<file path="config.mk">
export PLATFORM = sky130hd
export DESIGN_NAME = controlador_fontes_instrucao
export DESIGN_NICKNAME = d
export VERILOG_FILES = /design/src/rtl/controlador_pkg.sv /design/src/rtl/mux_fontes.sv /design/src/rtl/controlador_fontes_instrucao.sv
export SDC_FILE = /design/constraint.sdc
export NUM_CORES = 1
export LEC_CHECK = 0
export ABC_AREA = 1
export CAP_MARGIN = 10
export CORE_ASPECT_RATIO = 2
export CORE_MARGIN = 1
export CORE_UTILIZATION = 35
export CTS_BUF_LIST = sky130_fd_sc_hd__clkbuf_4
export DETAILED_ROUTE_END_ITERATION = 8
export PLACE_DENSITY_LB_ADDON = 0.05
export SYNTH_ARGS = -nofsm -noshare
export SYNTH_HDL_FRONTEND = slang
export SYNTH_SLANG_ARGS = --single-unit
</file>
<file path="constraint.sdc">
create_clock -name clock -period 4.9 [get_ports clock]
set_input_delay 0.98 -clock clock [delete_from_list [all_inputs] [get_ports clock]]
set_output_delay 0.98 -clock clock [all_outputs]
set_load 0.01 [all_outputs]
</file>
<file path="src/rtl/controlador_pkg.sv">
// Shared definitions for the instruction-source controller: FSM encoding,
// opcode constants, well-known source indices and a select-width helper.
package controlador_pkg;

    // Controller states; values are fixed so waveforms read the same across builds.
    typedef enum logic [1:0] {
        RUN   = 2'd0,
        FLUSH = 2'd1,
        STOP  = 2'd2
    } estado_t;

    // Opcode that terminates the current source, and the opcode of the NOP
    // presented while flushing or stopped.
    localparam logic [5:0] OPCODE_HALT = 6'b011000;
    localparam logic [5:0] OPCODE_NOP  = 6'b000000;

    // Conventional meaning of the first source indices.
    localparam int FONTE_BIOS    = 0;
    localparam int FONTE_SO      = 1;
    localparam int FONTE_USUARIO = 2;

    // Width of a source index; never narrower than one bit.
    function automatic int sel_width(input int n);
        return (n > 1) ? $clog2(n) : 1;
    endfunction

endpackage

</file>
<file path="src/rtl/mux_fontes.sv">
// N-way instruction mux over a packed bus, with a force-to-zero enable used
// to present NOPs while the controller is flushing or stopped.
module mux_fontes #(
    parameter int DATA_WIDTH = 32,
    parameter int N_SOURCES  = 3,
    parameter int SEL_W      = 2
) (
    input  logic [N_SOURCES*DATA_WIDTH-1:0] fontes_i,
    input  logic [SEL_W-1:0]                sel_i,
    input  logic                            zera_i,
    output logic [DATA_WIDTH-1:0]           dado_o
);

    // Pick the selected slice; an out-of-range select or zera_i yields all zeros.
    always_comb begin
        // NOTE: assigning a default before any branch keeps this purely
        // combinational; a path that leaves dado_o unassigned would infer a latch.
        dado_o = '0;
        if (!zera_i) begin
            for (int k = 0; k < N_SOURCES; k++) begin
                if (sel_i == SEL_W'(k)) begin
                    dado_o = fontes_i[k*DATA_WIDTH +: DATA_WIDTH];
                end
            end
        end
    end

endmodule

</file>
<file path="src/rtl/controlador_fontes_instrucao.sv">
// Instruction-source controller: feeds the CPU from one of N_SOURCES streams,
// advances on HALT, honours explicit switch requests, and wraps every source
// change in a RESET_CYCLES-long CPU reset / NOP flush window.
module controlador_fontes_instrucao
    import controlador_pkg::*;
#(
    parameter int         DATA_WIDTH   = 32,
    parameter int         N_SOURCES    = 3,
    parameter int         OPCODE_MSB   = 31,
    parameter logic [5:0] HALT_OPCODE  = OPCODE_HALT,
    parameter int         RESET_CYCLES = 4,
    localparam int        SEL_W        = sel_width(N_SOURCES)
) (
    input  logic                            clock,
    input  logic                            reset,
    input  logic [N_SOURCES*DATA_WIDTH-1:0] fontes,
    input  logic                            switch_req,
    input  logic [SEL_W-1:0]                switch_target,
    output logic [DATA_WIDTH-1:0]           instrucao,
    output logic [SEL_W-1:0]                fonte_atual,
    output logic                            cpu_reset,
    output logic                            parado,
    output logic                            switch_ack,
    output logic                            switch_err
);

    localparam int               CNT_W     = (RESET_CYCLES > 1) ? $clog2(RESET_CYCLES) : 1;
    localparam logic [CNT_W-1:0] CONT_INI  = CNT_W'(RESET_CYCLES - 1);
    localparam logic [SEL_W-1:0] ULTIMA    = SEL_W'(N_SOURCES - 1);
    localparam logic [SEL_W:0]   N_SRC_EXT = (SEL_W + 1)'(N_SOURCES);

    estado_t          estado_q, estado_d;
    logic [SEL_W-1:0] fonte_q, fonte_d;
    logic [CNT_W-1:0] cont_q, cont_d;
    logic             cpu_reset_q, cpu_reset_d;
    logic             parado_q, parado_d;
    logic             ack_q, ack_d;
    logic             err_q, err_d;

    logic             halt;
    logic             alvo_valido;

    // Outside RUN the CPU sees NOPs, which also stops HALT from re-triggering.
    mux_fontes #(
        .DATA_WIDTH (DATA_WIDTH),
        .N_SOURCES  (N_SOURCES),
        .SEL_W      (SEL_W)
    ) u_mux (
        .fontes_i (fontes),
        .sel_i    (fonte_q),
        .zera_i   (estado_q != RUN),
        .dado_o   (instrucao)
    );

    assign halt        = (estado_q == RUN) && (instrucao[OPCODE_MSB -: 6] == HALT_OPCODE);
    assign alvo_valido = ({1'b0, switch_target} < N_SRC_EXT);

    // Next-state and registered-output logic; HALT has priority over a request.
    always_comb begin
        estado_d    = estado_q;
        fonte_d     = fonte_q;
        cont_d      = cont_q;
        cpu_reset_d = cpu_reset_q;
        parado_d    = parado_q;
        ack_d       = 1'b0;
        err_d       = 1'b0;

        unique case (estado_q)
            RUN: begin
                if (halt) begin
                    if (fonte_q != ULTIMA) begin
                        fonte_d     = fonte_q + SEL_W'(1);
                        estado_d    = FLUSH;
                        cont_d      = CONT_INI;
                        cpu_reset_d = 1'b1;
                    end else begin
                        estado_d = STOP;
                        parado_d = 1'b1;
                    end
                end else if (switch_req) begin
                    if (alvo_valido) begin
                        fonte_d     = switch_target;
                        estado_d    = FLUSH;
                        cont_d      = CONT_INI;
                        cpu_reset_d = 1'b1;
                        ack_d       = 1'b1;
                    end else begin
                        err_d = 1'b1;
                    end
                end
            end

            FLUSH: begin
                // Requests arriving during the flush window are ignored outright.
                if (cont_q == '0) begin
                    estado_d    = RUN;
                    cpu_reset_d = 1'b0;
                end else begin
                    cont_d = cont_q - CNT_W'(1);
                end
            end

            STOP: begin
                if (switch_req) begin
                    if (alvo_valido) begin
                        fonte_d     = switch_target;
                        estado_d    = FLUSH;
                        cont_d      = CONT_INI;
                        cpu_reset_d = 1'b1;
                        parado_d    = 1'b0;
                        ack_d       = 1'b1;
                    end else begin
                        err_d = 1'b1;
                    end
                end
            end

            default: begin
                estado_d    = RUN;
                cpu_reset_d = 1'b0;
                parado_d    = 1'b0;
            end
        endcase
    end

    // State and output registers; asynchronous reset returns to RUN on the BIOS.
    always_ff @(posedge clock or negedge reset) begin
        if (!reset) begin
            estado_q    <= RUN;
            fonte_q     <= SEL_W'(FONTE_BIOS);
            cont_q      <= '0;
            cpu_reset_q <= 1'b0;
            parado_q    <= 1'b0;
            ack_q       <= 1'b0;
            err_q       <= 1'b0;
        end else begin
            // NOTE: non-blocking assignments make every register update from
            // the same pre-edge values, independent of statement order.
            estado_q    <= estado_d;
            fonte_q     <= fonte_d;
            cont_q      <= cont_d;
            cpu_reset_q <= cpu_reset_d;
            parado_q    <= parado_d;
            ack_q       <= ack_d;
            err_q       <= err_d;
        end
    end

    assign fonte_atual = fonte_q;
    assign cpu_reset   = cpu_reset_q;
    assign parado      = parado_q;
    assign switch_ack  = ack_q;
    assign switch_err  = err_q;

endmodule

</file>
* Word-level counts from Yosys, hierarchy flattened
Cells that the tools add are included.
Word-level totals: bits in registers 10, bits of input ports 101, output and inout bits 38, word-level logic and storage cells 75
Cells by class: add/subtract/negate cells 2, $lt $le $gt $ge 1, equality and inequality tests 13, mux-type cells 40, bitwise gates (word level) 1, reduce and logical (&&, ||, !) cells 11
Operator list (count):
- $mux 32 | 4
- $mux 2 | 14
- $mux 1 | 15
- $ne 2x2->1 const B | 7
- $pmux 2 s3 | 2
- $eq 6x5->1 const B | 1
- $logic_not 2->1 | 3
- $pmux 1 s3 | 2
- $reduce_and 5->1 | 1
- $eq 2x1->1 const B | 2
- $eq 2x2->1 const B | 2
- $pmux 1 s2 | 2
- $pmux 2 s2 | 1
- $reduce_and 2->1 | 2
- $reduce_bool 2->1 | 2
- $ne 3x2->1 const B | 1
- $reduce_and 3->1 | 1
- $reduce_bool 3->1 | 1
- $add 2x1->2 const B | 1
- $lt 2x2->1 const B | 1
- $sub 2x1->2 const B | 1
- $logic_and 1x1->1 | 1
- $not 1->1 | 1

* Longest topological paths before layout
depth after elaboration 9, depth in mapped cells 14, depth with buffers taken out 14

* Hierarchy
Synthesis repeated with hierarchy kept, for this count alone.
Second synthesis, totals: cells, all modules 325, area total of the unflattened synthesis 1762.9 um2
Modules (own cells, without submodules):
- mux_fontes | instances 1, cells an instance 216, area an instance 999.7 um2, sequential area each 0.0 um2
- controlador_fontes_instrucao | instances 1, cells an instance 109, area an instance 763.2 um2, sequential area each 250.2 um2

* Worst setup path after synthesis
No wires, ideal clock.
path type register to output, start point reg fonte_q[0] (netlist: fonte_atual[0]), end point out instrucao[10], arrival 1.602 ns, data required time 3.920 ns, setup slack 2.318 ns, cell stages (with the launch flop) 8, path buffers 3, cell sequence dfrtp_1 > inv_1 > ha_1 > buf_6 > buf_2 > clkbuf_1 > a21oi_1 > a21oi_1
Between the ends: longest elaborated chain between the ends 5, elaborated cells between the ends (all ways) 7, those cells by class eq/ne (2); mux (4); reduce/logical (1)
RTL lines:
- start, declared | line controlador_fontes_instrucao.sv:33 | logic [SEL_W-1:0] fonte_q, fonte_d;
- start signal, assigned | line controlador_fontes_instrucao.sv:130 | fonte_q <= SEL_W'(FONTE_BIOS);
- start signal, assigned | line controlador_fontes_instrucao.sv:140 | fonte_q <= fonte_d;
- $logic_not 2->1 | line mux_fontes.sv:21 | if (sel_i == SEL_W'(k)) begin
- $mux 32 (2 in a row) | line mux_fontes.sv:21
- $mux 32 * | line mux_fontes.sv:21
- $mux 32 * | line mux_fontes.sv:19 | if (!zera_i) begin
- end, declared | line controlador_fontes_instrucao.sv:19 | output logic [DATA_WIDTH-1:0] instrucao,
Every way passes the cells marked *; elsewhere a longest branch is shown, timed or not.

* Worst setup path in the final report
start point reg fonte_q[1] (netlist: fonte_atual[1]), end point out instrucao[31]
Same word-level chain as after synthesis.

==> flow_summary.yaml <==
run:
  max_cap_violations: 0
sta:
  worst_pin_slew_ns: 0.943
  fmax_mhz: 269
  slew_headroom_pct: 37.2
  rsz0062_at_grt: "no"
  setup_viol: 0
  finalHoldViolations: 0
  fin_ws_ns: 1.18
  skew_ns: 0.00166
  final.setup.tns_ns: 0
  fin_crit_sh_pct: 75.9
  slew_viol_final: 0
  finalCriticalPeriod_ns: 3.72
placement:
  pre_cts_slack_ns: 1.47
  port_buffers: 138
  gp_congestion: 0.823
  hpwl_um: 5260
grt:
  grt_max_degree: 33
  antenna_found_initial: 0
  grt_pass1_vias: 2065
  grt.total_usage_pct: 27.5
  grt-ovfl-total: 0
  grt_first_pass_wirelength_um: 10000
route:
  drt_wl_total_um: 6580
  drt_iter0_markers: 47
  avgViaCountPerCell: 4.96
  drc_errors: 0
  wl_per_cell_um: 14.9
  vias: 2181
  dr.pass1.iters: 4
  ant_nets: 0
synth:
  syn_inst: 260
  synth_top_area_share_pct: 19.9
  ys_seq_area_share_pct: 16.3
  synthTopCellsByArea: "a21oi_1, dfrtp_1, nand2_1"
  syn_avg_cell_area_um2: 5.91
  synthDistinctLibCells: 26
  synthesis.area_um2: 1540
  yosys.area.top_type: "a21oi_1"
  ys_warn_count: 0
  syn_nets: 368
  synth_seq_cells: 10
power:
  ir_drop_v: 0.000385
  pwr-share-clk_pct: 3.4
  p_int_mw: 0.793
  p_sw_mw: 0.821
  swShare_pct: 50.9
  power_density_nw_per_um2: 551
  combinationalPowerShare_pct: 87.8
  p_leak_nw: 1.20
  pwr-share-seq_pct: 8.8
clock_network:
  post-cts-setup-buffers: 0
  clk_latency_ns: 0.25
  postCtsHoldBufs: 0
  root_buffer: "clkbuf_4"
  cts_num_sinks: 10
  cts_max_level: 1
  tritoncts: "yes"
  clk_pin_slew_ns: 0.06
  cts_made_buffers: 3
  clock_path_buffers: 2
  post_cts_resized: 0
final_layout:
  final_common_cell: "clkdlybuf4s50_1"
  drive_gt1_share_pct: 6.96
  regArea_um2: 250
  layout_common_cells: "clkdlybuf4s50_1, a21oi_1, nand2_1, o21ai_0, inv_1"
  multi_input_area_um2: 1090
  num_antenna_cells: 0
  syn2layout_area_growth_pct: 90.6
  nNetsFinal: 497
  fillers: 375
floorplan:
  die_w_um: 48.9
  rows: 33
  io_pins: 139
  dieArea_um2: 4680
  coreArea_um2: 4170
  die_y_um: 95.7
  initial_core_util_pct: 36.9
critical_path:
  critPathMaxFanout: 29
  cp.arrival_ns: 2.74
  cp-end-kind: "output port"
  crit_type: "reg2out"
  crit_required_ns: 3.92
  critPathLaunchType: "register"
min_path:
  min_path_type: "reg2reg"
outcome:
  status: "finished clean"
==> power by group through the flow <==
stage / registers [mW] / logic [mW] / clock network [mW]
global route: 0.146 / 1.57 / 0.0615
detailed placement: 0.144 / 1.42 / 0
floorplan: 0.147 / 0.860 / 0
finish: 0.142 / 1.42 / 0.0549
CTS: 0.142 / 1.42 / 0.0584
global placement: 0.142 / 1.40 / 0
==> path summary, 6_finish.rpt <==
path	start	endpoint	slack [ns]	cells after the start
worst max-delay path	fonte_atual[1]	instrucao[31]	1.18	6
worst min-delay path	cpu_reset	cpu_reset	0.51	2
worst max register to register	estado_q[1]	fonte_atual[1]	2.30	11
worst min register to register	cpu_reset	cpu_reset	0.51	2
max in group asynchronous	reset	estado_q[0]	3.55	1
min in group asynchronous	reset	cont_q[1]	1.04	1
==> cell families (layout without fill, tap and decap cells) <==
logic type | Yosys count | in the layout | share of synthesized area, %
buf+inv | 41 | 169 | 12.9
flops | 10 | 10 | 16.3
fa+ha+maj | 7 | 7 | 5.70
simple gates | 95 | 95 | 29.5
compound gates | 107 | 107 | 35.7
==> per-layer routing <==
layer	up-vias	track usage [%]	part of all wire (%)	routed length (um)
li1	1136	-	-	-
met5	-	0	0	0
met2	84	53.0	55	3600
met1	951	29.6	37	2430
met3	10	4.90	6.4	420
met4	0	8.82	1.8	119
==> sequential cells by signal, indices dropped and copies added (netlist names) <==
register	cells
cont_q	2
cpu_reset	1
estado_q	2
fonte_atual	2
parado	1
switch_ack	1
switch_err	1
==> layout make-up <==
cell class | instances | area share [%]
clock buffers | 3 | 0.769
clock inverters | 1 | 0.128
inverters | 24 | 3.25
multi-input cells | 209 | 37.2
flip-flops and latches | 10 | 8.54
well taps | 52 | 2.22
repair buffers | 141 | 47.9
==> metrics by stage <==
stage | total power [mW] | cell area, um^2 | utilization (%) | cells | hold WS, ns
4_1_cts | 1.62 | 2930 | 70.3 | 440 | 0.513
3_3_place_gp | 1.54 | 2900 | 69.6 | 436 | 0.494
6_report | 1.61 | 2930 | 70.3 | 440 | 0.511
3_5_place_dp | 1.56 | 2900 | 69.6 | 436 | 0.498
5_1_grt | 1.78 | 2930 | 70.3 | 440 | 0.549
2_1_floorplan | 1.01 | 1540 | - | 260 | 0.497
==> cell usage after synthesis <==
master     n
inv_1     19
a22oi_1    1
nand2_2    6
ha_1       7
nand4_1    3
inv_2      4
buf_6      5
nor2_8     1
nand2_4    1
nor3_1     2
o21ai_0   36
nand3_4    1
or2_2      1
dfrtp_1   10
a21oi_2    3
a21oi_1   61
nand3_1    8
buf_1      1
clkbuf_1  10
nand2_1   52
nand3_2    1
nor2_4     2
nor2_1    17
inv_6      1
buf_2      1
o21ai_1    6
==> critical path: stages (launching register included) <==
cell and delay (ns):
dfrtp_1 0.39, inv_1 0.09, ha_1 0.43, nor2_4 0.61
nand2_1 0.14, a21oi_2 0.23, clkdlybuf4s50_1 0.59
Note: power is estimated with default switching activity, not from simulation.
